### src/rtl/cfg_reg_arbiter.sv
// ---------------------------------------------------------------------------
// cfg_reg_arbiter
//
// Purpose:
//   Shares one single-port config/status register bank between two
//   requesters (req 0 = SPI slave register path, req 1 = local engine).
//   Exactly one access is in flight at a time and follows the sequence
//   IDLE (accept) -> ACCESS (bank strobe) -> RESP (completion pulse).
//   Requesters are arbitrated round-robin. A requester can ask to keep
//   the grant for its next access (lock). While the other requester is
//   waiting, a lock can hold the grant for at most MAX_BURST consecutive
//   grants.
//
// Ports:
//   clk, rst       rising-edge clock, asynchronous active-high reset
//   req_valid[1:0] per-requester request, held until req_ready
//   req_write[1:0] 1 = write, 0 = read
//   req_lock[1:0]  ask to keep the grant for the next access
//   req_addr       two packed ADDR_WIDTH addresses, requester i at [i*AW +: AW]
//   req_wdata      two packed REG_WIDTH write data words
//   req_ready[1:0] one-cycle accept pulse to the winning requester
//   rsp_valid[1:0] one-cycle completion pulse to the owner, 2 cycles after accept
//   rsp_rdata      read data (0 for writes, errors and when rsp_valid is 0)
//   rsp_err        address out of range, valid with rsp_valid
//   bank_en/we     bank access strobe and write enable
//   bank_addr      bank address
//   bank_wdata     bank write data
//   bank_rdata     bank read data, valid the cycle after bank_en
// ---------------------------------------------------------------------------
module cfg_reg_arbiter #(
    parameter int ADDR_WIDTH = 6,
    parameter int REG_WIDTH  = 8,
    parameter int NUM_REGS   = 64,
    parameter int MAX_BURST  = 4
) (
    input  logic                    clk,
    input  logic                    rst,
    input  logic [1:0]              req_valid,
    input  logic [1:0]              req_write,
    input  logic [1:0]              req_lock,
    input  logic [2*ADDR_WIDTH-1:0] req_addr,
    input  logic [2*REG_WIDTH-1:0]  req_wdata,
    output logic [1:0]              req_ready,
    output logic [1:0]              rsp_valid,
    output logic [REG_WIDTH-1:0]    rsp_rdata,
    output logic                    rsp_err,
    output logic                    bank_en,
    output logic                    bank_we,
    output logic [ADDR_WIDTH-1:0]   bank_addr,
    output logic [REG_WIDTH-1:0]    bank_wdata,
    input  logic [REG_WIDTH-1:0]    bank_rdata
);

    localparam int CNT_W = $clog2(MAX_BURST + 1);

    typedef enum logic [1:0] {
        ST_IDLE   = 2'd0,
        ST_ACCESS = 2'd1,
        ST_RESP   = 2'd2
    } state_t;

    // Registered state
    state_t                  state_q,     state_d;
    logic                    rr_ptr_q,    rr_ptr_d;
    logic                    owner_q,     owner_d;
    logic                    lock_q,      lock_d;
    logic [CNT_W-1:0]        burst_cnt_q, burst_cnt_d;
    logic                    write_q,     write_d;
    logic [ADDR_WIDTH-1:0]   addr_q,      addr_d;
    logic [REG_WIDTH-1:0]    wdata_q,     wdata_d;
    logic                    err_q,       err_d;

    // Per-requester views of the packed request buses
    logic [ADDR_WIDTH-1:0]   addr_arr  [2];
    logic [REG_WIDTH-1:0]    wdata_arr [2];

    genvar gi;
    generate
        for (gi = 0; gi < 2; gi++) begin : g_unpack
            assign addr_arr[gi]  = req_addr[gi*ADDR_WIDTH +: ADDR_WIDTH];
            assign wdata_arr[gi] = req_wdata[gi*REG_WIDTH +: REG_WIDTH];
        end
    endgenerate

    // Arbitration signals
    logic grant;
    logic winner;
    logic held;        // grant kept by the previous owner's lock
    logic other_idx;
    logic lock_hold;
    logic burst_full;
    logic in_range;

    assign in_range = int'(addr_q) < NUM_REGS;

    // -----------------------------------------------------------------------
    // Winner selection, evaluated every cycle but only acted on in IDLE.
    // The lock only counts while its owner is still requesting; dropping
    // req_valid releases it. Once the owner has held the grant for
    // MAX_BURST consecutive grants with the other side waiting, the lock
    // is overridden and the other requester wins.
    // -----------------------------------------------------------------------
    always_comb begin
        winner     = 1'b0;
        held       = 1'b0;
        other_idx  = ~owner_q;
        lock_hold  = lock_q & req_valid[owner_q];
        burst_full = (int'(burst_cnt_q) + 1) >= MAX_BURST;
        grant      = |req_valid;

        if (lock_hold && !(req_valid[other_idx] && burst_full)) begin
            winner = owner_q;
            held   = 1'b1;
        end else if (lock_hold) begin
            winner = other_idx;
        end else if (&req_valid) begin
            winner = rr_ptr_q;
        end else begin
            winner = req_valid[1];
        end
    end

    // -----------------------------------------------------------------------
    // State register
    // -----------------------------------------------------------------------
    always_ff @(posedge clk or posedge rst) begin
        if (rst) begin
            state_q     <= ST_IDLE;
            rr_ptr_q    <= 1'b0;
            owner_q     <= 1'b0;
            lock_q      <= 1'b0;
            burst_cnt_q <= '0;
            write_q     <= 1'b0;
            addr_q      <= '0;
            wdata_q     <= '0;
            err_q       <= 1'b0;
        end else begin
            state_q     <= state_d;
            rr_ptr_q    <= rr_ptr_d;
            owner_q     <= owner_d;
            lock_q      <= lock_d;
            burst_cnt_q <= burst_cnt_d;
            write_q     <= write_d;
            addr_q      <= addr_d;
            wdata_q     <= wdata_d;
            err_q       <= err_d;
        end
    end

    // -----------------------------------------------------------------------
    // Next-state logic
    // -----------------------------------------------------------------------
    always_comb begin
        state_d     = state_q;
        rr_ptr_d    = rr_ptr_q;
        owner_d     = owner_q;
        lock_d      = lock_q;
        burst_cnt_d = burst_cnt_q;
        write_d     = write_q;
        addr_d      = addr_q;
        wdata_d     = wdata_q;
        err_d       = err_q;

        case (state_q)
            ST_IDLE: begin
                if (grant) begin
                    state_d = ST_ACCESS;
                    owner_d = winner;
                    lock_d  = req_lock[winner];
                    write_d = req_write[winner];
                    addr_d  = addr_arr[winner];
                    wdata_d = wdata_arr[winner];
                    // A lock-held grant leaves the round-robin pointer alone
                    rr_ptr_d = held ? rr_ptr_q : ~winner;
                    // Only locked grants made while the other side waits
                    // extend the burst; anything else starts over.
                    if (held && req_valid[~winner]) begin
                        burst_cnt_d = burst_cnt_q + CNT_W'(1);
                    end else begin
                        burst_cnt_d = '0;
                    end
                end
            end
            ST_ACCESS: begin
                err_d   = ~in_range;
                state_d = ST_RESP;
            end
            ST_RESP: begin
                state_d = ST_IDLE;
            end
            default: begin
                state_d = ST_IDLE;
            end
        endcase
    end

    // -----------------------------------------------------------------------
    // Output logic
    // req_ready is combinational from req_valid so the accept lands in the
    // same cycle the request is seen; it is masked by rst so that every
    // output reads 0 while reset is held.
    // -----------------------------------------------------------------------
    always_comb begin
        req_ready  = 2'b00;
        rsp_valid  = 2'b00;
        rsp_rdata  = '0;
        rsp_err    = 1'b0;
        bank_en    = 1'b0;
        bank_we    = 1'b0;
        bank_addr  = '0;
        bank_wdata = '0;

        case (state_q)
            ST_IDLE: begin
                if (grant && !rst) begin
                    req_ready[winner] = 1'b1;
                end
            end
            ST_ACCESS: begin
                if (in_range) begin
                    bank_en    = 1'b1;
                    bank_we    = write_q;
                    bank_addr  = addr_q;
                    bank_wdata = write_q ? wdata_q : '0;
                end
            end
            ST_RESP: begin
                rsp_valid[owner_q] = 1'b1;
                rsp_err            = err_q;
                if (!write_q && !err_q) begin
                    rsp_rdata = bank_rdata;
                end
            end
            default: begin
            end
        endcase
    end

endmodule

### config.mk
export PLATFORM = sky130hd
export DESIGN_NAME = cfg_reg_arbiter
export DESIGN_NICKNAME = d
export VERILOG_FILES = /design/src/rtl/cfg_reg_arbiter.sv
export SDC_FILE = /design/constraint.sdc
export NUM_CORES = 1
export LEC_CHECK = 0
export ABC_CLOCK_PERIOD_IN_PS = 2550
export CAP_MARGIN = 25
export CORE_ASPECT_RATIO = 1.2
export CORE_MARGIN = 5
export CORE_UTILIZATION = 32
export CTS_BUF_LIST = sky130_fd_sc_hd__clkbuf_4
export CTS_CLUSTER_SIZE = 30
export DETAILED_ROUTE_END_ITERATION = 8
export GPL_ROUTABILITY_DRIVEN = 0
export PLACE_DENSITY_LB_ADDON = 0.2
export SLEW_MARGIN = 20
export SYNTH_ARGS = -nofsm -noshare
export SYNTH_HDL_FRONTEND = slang
export SYNTH_SLANG_ARGS = --single-unit
### constraint.sdc
create_clock -name clk -period 2.55 [get_ports clk]
set_clock_uncertainty 0.15 [all_clocks]
set_input_delay 0.51 -clock clk [delete_from_list [all_inputs] [get_ports clk]]
set_output_delay 0.51 -clock clk [all_outputs]
set_load 0.05 [all_outputs]
==> flow_metrics.env <==
export IMPL_run_status="finished with violations"
export IMPL_failed_checks="negative setup slack"
export IMPL_final_min_clock_period_ns=2.593
export IMPL_post_synth_num_cell_types=34
export IMPL_antenna_diode_instance_count=0
export IMPL_dr_pass1_iters=4
export IMPL_first_pass_grt_wire_length_um=7700
export IMPL_synth_area_sq_um=1371
export IMPL_crit_path_max_fanout=3
export IMPL_dp_worst_setup_slack_ns=-0.2646
export IMPL_path_type_of_the_worst_min_delay_path="flip-flop to flip-flop"
export IMPL_tritoncts_clock_tree="done"
export IMPL_synthCells=138
export IMPL_cts_max_path_buffers=2
export IMPL_synthArstFlopShare_pct=100.0
export IMPL_worstSetupPathType="flip-flop to primary output"
export IMPL_num_nets_final=272
export IMPL_synth_seq_cells=23
export IMPL_synth_edf_count=0
export IMPL_placement_rows=26
export IMPL_area_growth_synth_to_final_pct=86.86
export IMPL_drcViolationCount=0
export IMPL_grt_overflow=0
export IMPL_cts_hold_buf=0
export IMPL_place_detailed_hpwl_um=3571
export IMPL_wl_um=4558
export IMPL_drt_initial_drc_count=57
export IMPL_grt_start_max_net_pins=24
export IMPL_buffer_ports_inserted=71
export IMPL_power_per_cell_area_nw_per_um2=1072
export IMPL_floorplan_initialDensity_pct=32.68
export IMPL_worst_skew_late_latency_ns=0.31
export IMPL_overall_die_area_sq_um=5700
export IMPL_floorplan_core_area_sq_um=4197
export IMPL_post_drt_wl_per_cell_um=16.16
export IMPL_vdd_ir_drop_worst_uv=633.8
export IMPL_vias_per_std_cell=4.979
export IMPL_max_cap_viol_count=0
export IMPL_ant_nets=0
export IMPL_leakagePower_nw=1.135
export IMPL_yosysSeqAreaShare_pct=41.97
export IMPL_ys_top_cells_by_area="sky130_fd_sc_hd__dfrtp_1, sky130_fd_sc_hd__and2_1, sky130_fd_sc_hd__a221o_1"
export IMPL_tritoncts_num_buffers=3
export IMPL_post_synth_top_area_fraction_pct=41.97
export IMPL_path_clk_slew_ns=0.13
export IMPL_die_width_um=69.76
export IMPL_die_y_um=81.71
export IMPL_layout_worst_path_cycle_share_pct=101.7
export IMPL_synth_most_common_cell="sky130_fd_sc_hd__and2_1"
export IMPL_critPathArrivalTime_ns=1.93
export IMPL_clock_sinks=23
export IMPL_critical_path_slowest_cell="sky130_fd_sc_hd__dfrtp_1"
export IMPL_antenna_found_initial=0
export IMPL_final_max_slew_viol_count=0
export IMPL_avg_inst_size_synth_sq_um=9.937
export IMPL_slowest_delay_ns=0.41
export IMPL_num_vias=1404
export IMPL_cp_cell_sequence="ha_2, and2_4, a211oi_4, nor2_2, mux2i_1, buf_4, nor3_4, buf_6"
export IMPL_syn_nets=183
export IMPL_floorplan_io_pins=73
export IMPL_synth_top_cells_by_count="sky130_fd_sc_hd__and2_1, sky130_fd_sc_hd__dfrtp_1, sky130_fd_sc_hd__a221o_1, sky130_fd_sc_hd__nand2_1, sky130_fd_sc_hd__and3_1"
export IMPL_global_route_usage_total_pct=16.79
export IMPL_cts_root_buf="sky130_fd_sc_hd__clkbuf_4"
export IMPL_end_kind="primary output"
export IMPL_final_layout_size_suffix_gt1_share_pct=29.65
export IMPL_fill_cells=353
export IMPL_yosysWarnings=0
export IMPL_critPathRequiredTime_ns=1.89
export IMPL_via_count_of_the_first_global_routing_pass=1536
export IMPL_fmaxAchievable_mhz=385.6
export IMPL_final_critical_path_setup_slack_ns=-0.04333
export IMPL_h_tree_depth=1
export IMPL_finalSetupViolations=2
export IMPL_primary_ff_master_synth="sky130_fd_sc_hd__dfrtp_1"
export IMPL_rsz0062_at_grt="yes"
export IMPL_seqCellArea_sq_um=576.8
export IMPL_multi_input_area_sq_um=752.0
export IMPL_postLayoutCoreUtil_pct=61.06
export IMPL_synth_top_area_cell="sky130_fd_sc_hd__dfrtp_1"
export IMPL_hold_violations=0
export IMPL_crit_path_start_kind="flip-flop"
## per-stage QoR
stage / hold WS (ns) / std cells / area (sq um) / setup TNS (ns) / power [mW]
finish: 0.3453 / 282 / 2562 / -0.07688 / 2.748
global route: 0.3788 / 282 / 2562 / -0.2845 / 2.934
CTS: 0.3429 / 281 / 2555 / -0.1195 / 2.758
detailed placement: 0.3233 / 275 / 2500 / -0.7516 / 2.560
global placement: 0.3187 / 275 / 2500 / -0.4028 / 2.506
floorplan: 0.2975 / 138 / 1383 / -0.1094 / 1.703
## per-layer routing
layer	up-vias	GRT usage (%)	share of wire [%]
met5	-	0	0
met4	0	4.789	1.5
met3	8	4.406	6.2
met2	59	28.64	50
met1	667	21.07	42
li1	670	-	-
## cell usage in the layout (no fill, tap or decap), types with 2 or more instances in the layout
| cell | netlist | layout |
|---|---|---|
| sky130_fd_sc_hd__mux2_2 | 2 | 2 |
| sky130_fd_sc_hd__clkdlybuf4s50_1 | 0 | 41 |
| sky130_fd_sc_hd__nand3_1 | 4 | 4 |
| sky130_fd_sc_hd__nor2b_1 | 2 | 2 |
| sky130_fd_sc_hd__o21ai_0 | 2 | 2 |
| sky130_fd_sc_hd__dfrtp_1 | 23 | 22 |
| sky130_fd_sc_hd__buf_12 | 0 | 25 |
| sky130_fd_sc_hd__nand2_1 | 10 | 10 |
| sky130_fd_sc_hd__buf_6 | 1 | 2 |
| sky130_fd_sc_hd__inv_1 | 3 | 3 |
| sky130_fd_sc_hd__mux2i_1 | 2 | 2 |
| sky130_fd_sc_hd__clkbuf_4 | 0 | 3 |
| sky130_fd_sc_hd__and2_1 | 32 | 31 |
| sky130_fd_sc_hd__dlygate4sd2_1 | 0 | 3 |
| sky130_fd_sc_hd__buf_4 | 2 | 22 |
| sky130_fd_sc_hd__nor2_1 | 6 | 5 |
| sky130_fd_sc_hd__and3_1 | 9 | 9 |
| sky130_fd_sc_hd__a221o_1 | 16 | 16 |
## kinds of logic (layout without fill, tap and decap cells)
group	Yosys count	in the layout	share of synthesized area, %
other cells	1	1	0.2735
mux	5	5	4.106
buf+inv	12	100	4.561
fa+ha+maj	1	1	0.9123
flops	23	23	41.97
compound gates	28	28	20.44
simple gates	68	68	27.74
## worst paths after layout
kind                           endpoint  slack (ns)  cells past startpoint           start
min                          state_q[1]        0.35                      1      state_q[1]
max reg2reg                  wdata_q[5]        0.49                      9  burst_cnt_q[0]
max                        req_ready[1]       -0.04                      8  burst_cnt_q[0]
max in group asynchronous       owner_q        1.50                      3             rst
min reg2reg                  state_q[1]        0.35                      1      state_q[1]
min in group asynchronous    wdata_q[0]        0.50                      3             rst
## state kept, by name (all words and copies together), names as in the netlist
signal	flops
write_q	1
owner_q	1
state_q	2
rr_ptr_q	1
burst_cnt_q	3
lock_q	1
wdata_q	8
addr_q	6
## critical path, delay by kind of cell, from the launching register on
kind / cells / cell delay, ns
multiplexers: 1 / 0.14
adder cells (fa/ha/maj): 1 / 0.19
AO/OA/AOI/OAI: 1 / 0.22
buffers and inverters: 2 / 0.34
flip-flops: 1 / 0.41
AND/OR/NAND/NOR: 3 / 0.33
## where the power goes
part           switching, mW  total (mW)  leakage (nW)  internal (mW)
registers              0.121       0.653         0.287          0.531
clock network          0.115       0.174        0.0177         0.0587
logic                  0.977        1.92         0.831          0.944
## area by class of cell
type	count	share of cell area, %
Tap cell	56	2.734
Multi-Input combinational cell	103	29.35
Sequential cell	23	22.51
Clock inverter	1	0.1953
Inverter	3	0.4395
Timing Repair Buffer	93	43.90
Clock buffer	3	0.8789
## repair_timing
action | 4_1_cts | 5_1_grt
gates resized for setup | 9 | 0
pin swaps | 2 | 1
buffers inserted | 2 | 1
endpoints found under the setup margin | 3 | 2
Note: power is estimated with default switching activity, not from simulation.
